`src/rtl/mispredict_event_monitor.sv`:
```
// Counts branch mispredicts, matches them against watch PCs and logs them
// into a show-ahead FIFO; a commit-stall watchdog runs alongside.
module mispredict_event_monitor #(
  parameter int NUM_WATCH   = 4,
  parameter int PC_W        = 32,
  parameter int DATA_W      = 32,
  parameter int DEPTH       = 16,
  parameter int CNT_W       = 16,
  parameter int STALL_LIMIT = 256,
  localparam int HIT_W = (NUM_WATCH > 1) ? $clog2(NUM_WATCH) : 1,
  localparam int CW    = $clog2(DEPTH) + 1
) (
  input  logic                        clk,
  input  logic                        reset,
  input  logic                        clear,
  input  logic                        log_all,
  input  logic                        mispredict,
  input  logic [PC_W-1:0]             mispredict_pc,
  input  logic [NUM_WATCH-1:0]        watch_en,
  input  logic [NUM_WATCH*PC_W-1:0]   watch_pc,
  input  logic [NUM_WATCH*DATA_W-1:0] watch_data,
  input  logic                        commit_valid,
  input  logic                        rd_ready,
  output logic                        rd_valid,
  output logic [CNT_W-1:0]            rd_seq,
  output logic [PC_W-1:0]             rd_pc,
  output logic                        rd_hit,
  output logic [HIT_W-1:0]            rd_hit_idx,
  output logic [DATA_W-1:0]           rd_data,
  output logic [CW-1:0]               fifo_count,
  output logic [CNT_W-1:0]            mispredict_count,
  output logic [CNT_W-1:0]            dropped_count,
  output logic                        overflow,
  output logic                        stall_flag
);

  localparam int AW = $clog2(DEPTH);
  localparam int SW = $clog2(STALL_LIMIT + 1);
  localparam logic [CNT_W-1:0] CNT_MAX = '1;
  localparam logic [CW-1:0]    FULL_N  = CW'(DEPTH);
  localparam logic [SW-1:0]    LIM     = SW'(STALL_LIMIT);
  localparam logic [SW-1:0]    LIM_M1  = SW'(STALL_LIMIT - 1);

  typedef struct packed {
    logic [CNT_W-1:0]  seq;
    logic [PC_W-1:0]   pc;
    logic              hit;
    logic [HIT_W-1:0]  idx;
    logic [DATA_W-1:0] data;
  } entry_t;

  entry_t            mem [DEPTH];
  entry_t            head;
  entry_t            new_entry;
  logic [AW-1:0]     wr_ptr;
  logic [AW-1:0]     rd_ptr;
  logic [CW-1:0]     count;
  logic [CNT_W-1:0]  mis_cnt;
  logic [CNT_W-1:0]  drop_cnt;
  logic              ovf;
  logic [SW-1:0]     stall_cnt;
  logic              stall;

  logic              hit;
  logic [HIT_W-1:0]  hit_idx;
  logic [DATA_W-1:0] hit_data;
  logic              full;
  logic              logged;
  logic              pop;
  logic              push;
  logic              drop;

  // Descending scan so the lowest matching comparator is written last
  always_comb begin
    hit      = 1'b0;
    hit_idx  = '0;
    hit_data = '0;
    for (int i = NUM_WATCH - 1; i >= 0; i--) begin
      if (watch_en[i] && watch_pc[i*PC_W +: PC_W] == mispredict_pc) begin
        hit      = 1'b1;
        hit_idx  = HIT_W'(i);
        hit_data = watch_data[i*DATA_W +: DATA_W];
      end
    end
  end

  always_comb begin
    full   = (count == FULL_N);
    logged = mispredict && (log_all || hit) && !clear;
    pop    = rd_valid && rd_ready && !clear;
    push   = logged && (!full || pop);
    drop   = logged && full && !pop;
  end

  always_comb begin
    new_entry.seq  = (mis_cnt == CNT_MAX) ? CNT_MAX : mis_cnt + 1'b1;
    new_entry.pc   = mispredict_pc;
    new_entry.hit  = hit;
    new_entry.idx  = hit_idx;
    new_entry.data = hit_data;
  end

  always_ff @(posedge clk) begin
    if (push) mem[wr_ptr] <= new_entry;
  end

  always_ff @(posedge clk or negedge reset) begin
    if (!reset) begin
      wr_ptr <= '0;
      rd_ptr <= '0;
      count  <= '0;
    end else if (clear) begin
      wr_ptr <= '0;
      rd_ptr <= '0;
      count  <= '0;
    end else begin
      if (push) wr_ptr <= wr_ptr + 1'b1;
      if (pop)  rd_ptr <= rd_ptr + 1'b1;
      unique case ({push, pop})
        2'b10:   count <= count + 1'b1;
        2'b01:   count <= count - 1'b1;
        default: count <= count;
      endcase
    end
  end

  always_ff @(posedge clk or negedge reset) begin
    if (!reset) begin
      mis_cnt  <= '0;
      drop_cnt <= '0;
      ovf      <= 1'b0;
    end else if (clear) begin
      mis_cnt  <= '0;
      drop_cnt <= '0;
      ovf      <= 1'b0;
    end else begin
      if (mispredict && mis_cnt != CNT_MAX) mis_cnt <= mis_cnt + 1'b1;
      if (drop) begin
        ovf <= 1'b1;
        if (drop_cnt != CNT_MAX) drop_cnt <= drop_cnt + 1'b1;
      end
    end
  end

  // A commit in the limit cycle wins, so the flag never sets that edge
  always_ff @(posedge clk or negedge reset) begin
    if (!reset) begin
      stall_cnt <= '0;
      stall     <= 1'b0;
    end else if (clear) begin
      stall_cnt <= '0;
      stall     <= 1'b0;
    end else if (commit_valid) begin
      stall_cnt <= '0;
    end else if (stall_cnt != LIM) begin
      stall_cnt <= stall_cnt + 1'b1;
      if (stall_cnt == LIM_M1) stall <= 1'b1;
    end
  end

  // Empty FIFO presents zeros so unwritten storage never leaks out
  assign head             = mem[rd_ptr];
  assign rd_valid         = (count != '0);
  assign rd_seq           = rd_valid ? head.seq  : '0;
  assign rd_pc            = rd_valid ? head.pc   : '0;
  assign rd_hit           = rd_valid ? head.hit  : 1'b0;
  assign rd_hit_idx       = rd_valid ? head.idx  : '0;
  assign rd_data          = rd_valid ? head.data : '0;
  assign fifo_count       = count;
  assign mispredict_count = mis_cnt;
  assign dropped_count    = drop_cnt;
  assign overflow         = ovf;
  assign stall_flag       = stall;

endmodule

```
`config.mk`:
```
export PLATFORM = sky130hd
export DESIGN_NAME = mispredict_event_monitor
export DESIGN_NICKNAME = d
export VERILOG_FILES = /design/src/rtl/mispredict_event_monitor.sv
export SDC_FILE = /design/constraint.sdc
export NUM_CORES = 1
export LEC_CHECK = 0
export ABC_AREA = 1
export BUFFER_PORTS_ARGS = -buffer_cell sky130_fd_sc_hd__buf_4
export CAP_MARGIN = 20
export CORE_ASPECT_RATIO = 0.9
export CORE_MARGIN = 5
export CORE_UTILIZATION = 54
export DETAILED_ROUTE_END_ITERATION = 6
export PLACE_DENSITY = 0.76
export SETUP_SLACK_MARGIN = 0.05
export SYNTH_ARGS = -nofsm -noshare
export SYNTH_HDL_FRONTEND = slang
export SYNTH_SLANG_ARGS = --single-unit
```
`constraint.sdc`:
```
create_clock -name clk -period 5.36 [get_ports clk]
set_input_delay 0.268 -clock clk [delete_from_list [all_inputs] [get_ports clk]]
set_output_delay 0.268 -clock clk [all_outputs]
set_load 0.005 [all_outputs]
```
==> metrics.cfg <==
[floorplanning]
start_util_pct=54.4
die-height_um=319
core_area_mm2=0.105
rows=113
dieArea_mm2=0.113
io_pins=422
fp.dieW_um=354

[clock_network]
cts_buffers=136
cts_hold_buf=37
htreeDepth=4
cts_root_buffer=clkbuf_16
cts_setup_buffers=0
clockBufferDepth=3
clk_pin_slew_worst_paths_ns=0.06
cts.sinks=1384
clk_latency_ns=0.76
cts_tree=yes
cts_resized=0

[finish]
area_growth_syn_to_layout_pct=16.4
antenna_cells=0
drive_gt1_share_pct=15.1
fill_cells=7636
multi_input_comb_area_mm2=0.0144
nNetsFinal=5303
fin_util_pct=63.3
seqCellArea_mm2=0.0413

[timing]
finalCritPeriodShare_pct=83.7
timing.slew.headroom_pct=24.7
fmax_mhz=223
skew_ns=0.0343
finalCriticalPeriod_ns=4.49
fin_setup_tns_ns=0
drv_slew=0
hold_viol_final=0
setup_viol=0
grt_setup_unrepaired=false
tightest_slew_ns=1.13

[power]
peakVddDrop_v=0.000375
seqPwrFrac_pct=42.5
switchingPower_w=0.00893
finalPower_w=0.0282
p_per_area_mw_per_mm2=423
p_comb_share_pct=25.2
p_int_w=0.0193
switching_share_pct=31.6
p_leak_nw=23.7
pwr-share-clk_pct=32.3

[global_route]
grt_usage_pct=28.1
gr-total-overflow=0
grtUsageMet1_pct=37.4
grt_pass1_wl_um=243000
met2_usage_pct=46.7
grt_max_degree=215
antenna_found_initial=1
grt.met3_usage_pct=4.99
first_global_vias=39800
busiest_layer=met2

[synthesis]
ys_ff_latch=1384
yosys-top-cells-area=edfxtp_1 (70%), o21ai_0 (6.3%), nor2_1 (5.2%)
synth_most_common_cell=edfxtp_1
syn-instance-count=4631
synthArstFlopShare_pct=4.05
synth_nets=4944
synth_edf_count=1328
synth_largest_area_cell=edfxtp_1
ys_seq_area_share_pct=72.0
synth_cell_types=43
syn-cell-area_mm2=0.0574
synth_area_per_cell_um2=12.4
synthFlopType=edfxtp_1
yosysWarnings=0
synthTopCellsByCount=edfxtp_1 (1,328), nor2_1 (787), o21ai_0 (727), nand2_1 (384), clkbuf_1 (295)
synth_top_area_share_pct=69.5

[place]
place_hpwl_um=91900
place_congestion=0.927
io_buffers=421

[detailed_routing]
routed_wl_um=163000
drc_errors=0
ant_nets=0
vias=40500
via_per_inst=6.25
firstDrtPassIters=6
drt_iter0_markers=4918
routedWlPerCell_um=25.1

[job]
max_cap_viol_count=0

[critical_path]
crit_family=simple AND/OR/NAND/NOR gates
slowest_stage=nor2_4
crit_arrival_ns=4.91
path_class=in -> reg
cp.required_ns=5.79
setup.worst_path.start=mispredict_pc[31]
crit_chain=dlygate4sd3_1, buf_4, inv_2, nand2_1, o21ai_1, nor2_1, nand2_1, nor2_1, nand3_1, nor2_4, nor2_2, nand3_2, nand3_2, inv_1, nand2_1, nor2_4, buf_4
r2r_start=fifo_count[3]$_DFFE_PN0P_
crit_buf_inv=5
cp-end-kind=register
start_kind=primary input
path_common_cell=nand2_1
critPathMaxFanout=25
slowest_delay_ns=0.93
rrSetupSlack_ns=1.63

[status]
status=completed

[min_path]
hold_class=in -> async

layer usage:
| layer | share of wire, % | wire, µm | up-vias |
|---|---|---|---|
| li1 | - | - | 17900 |
| met1 | 38 | 61400 | 19800 |
| met2 | 49 | 79100 | 2395 |
| met3 | 9.9 | 16100 | 380 |
| met4 | 3.8 | 6260 | 2 |
| met5 | 0.0080 | 13 | - |
cell families after synthesis:
family / count (synthesis) / synth area share (%)
flops: 1384 / 72.0
simple gates: 1364 / 9.57
compound gates: 1356 / 14.3
buf+inv: 468 / 3.13
xor+xnor: 45 / 0.687
fa+ha+maj: 14 / 0.319
worst reg2reg max path, cell delays in order (launching register included):
cell	delay, ns
dfrtp_1	0.47
nor4_1	0.10
nand2_1	0.18
nand2_1	0.14
nor2_1	0.32
nor2_1	0.17
inv_1	0.12
nand3_2	0.09
inv_1	0.21
nand2_1	0.29
nor2_4	0.93
buf_4	0.39
power by group through the flow:
stage	combinational (W)	sequential [W]	clock (W)
2_1_floorplan	0.00406	0.0121	0
3_3_place_gp	0.00685	0.0122	0
3_5_place_dp	0.00701	0.0122	0
4_1_cts	0.00709	0.0120	0.00918
5_1_grt	0.00773	0.0120	0.00966
6_report	0.00710	0.0120	0.00913
state kept, by name (all words and copies together) (netlist names):
register and count:
mem 1328, dropped_count 16, mispredict_count 16, stall_cnt 9, fifo_count 5, rd_ptr 4
wr_ptr 4, overflow 1, stall_flag 1
cell usage in the layout, fill, tap and decap left out, drive strengths merged:
cell type / synthesis / final
o221ai: 234 / 234
clkinv: 2 / 55
xor2: 21 / 21
inv: 149 / 156
and3: 1 / 1
clkinvlp: 0 / 5
nand3: 144 / 144
bufinv: 0 / 6
buf: 22 / 501
ha: 13 / 13
nand2: 390 / 390
o31ai: 1 / 1
a21oi: 134 / 134
nand4: 11 / 11
nor4: 4 / 4
edfxtp: 1328 / 1328
a31oi: 1 / 1
dlygate4sd3: 0 / 37
o21a: 2 / 2
o21ai: 736 / 736
nor2: 795 / 795
dfrtp: 56 / 56
xnor2: 24 / 24
or3: 1 / 1
nand3b: 1 / 1
a22o: 1 / 1
fa: 1 / 1
nor3b: 1 / 1
nor3: 7 / 7
o211ai: 133 / 133
o21bai: 1 / 1
clkbuf: 295 / 176
o22ai: 113 / 113
or2: 9 / 9
final cells by class:
class | count | share of cell area [%]
sequential | 1384 | 61.9
multi-input combinational | 2779 | 21.6
timing repair buffer | 538 | 6.69
clock buffer | 176 | 5.43
tap | 1380 | 2.59
clock inverter | 71 | 0.939
inverter | 151 | 0.883
path summary, 6_finish.rpt:
path / to / cells after the start
max: mem[15][44]$_DFFE_PP_ / 17
min: stall_cnt[4]$_DFFE_PN0P_ / 2
max reg2reg: mem[15][44]$_DFFE_PP_ / 11
min reg2reg: overflow$_DFFE_PN0P_ / 2
max in group asynchronous: rd_ptr[0]$_DFFE_PN0P_ / 2
min in group clk: mem[0][3]$_DFFE_PP_ / 3
metrics by stage:
stage | hold slack, ns | setup WS (ns) | area [µm²] | instances
after CTS | 0.142 | 0.920 | 66800 | 6479
after global routing | 0.214 | 0.634 | 66800 | 6479
after detailed placement | 0.392 | 0.798 | 62100 | 6195
final | 0.140 | 0.872 | 66800 | 6479
after floorplan | -0.0276 | -0.267 | 57400 | 4631
after global placement | 0.386 | 0.846 | 62100 | 6194
Power figures use the tool's default switching activity.
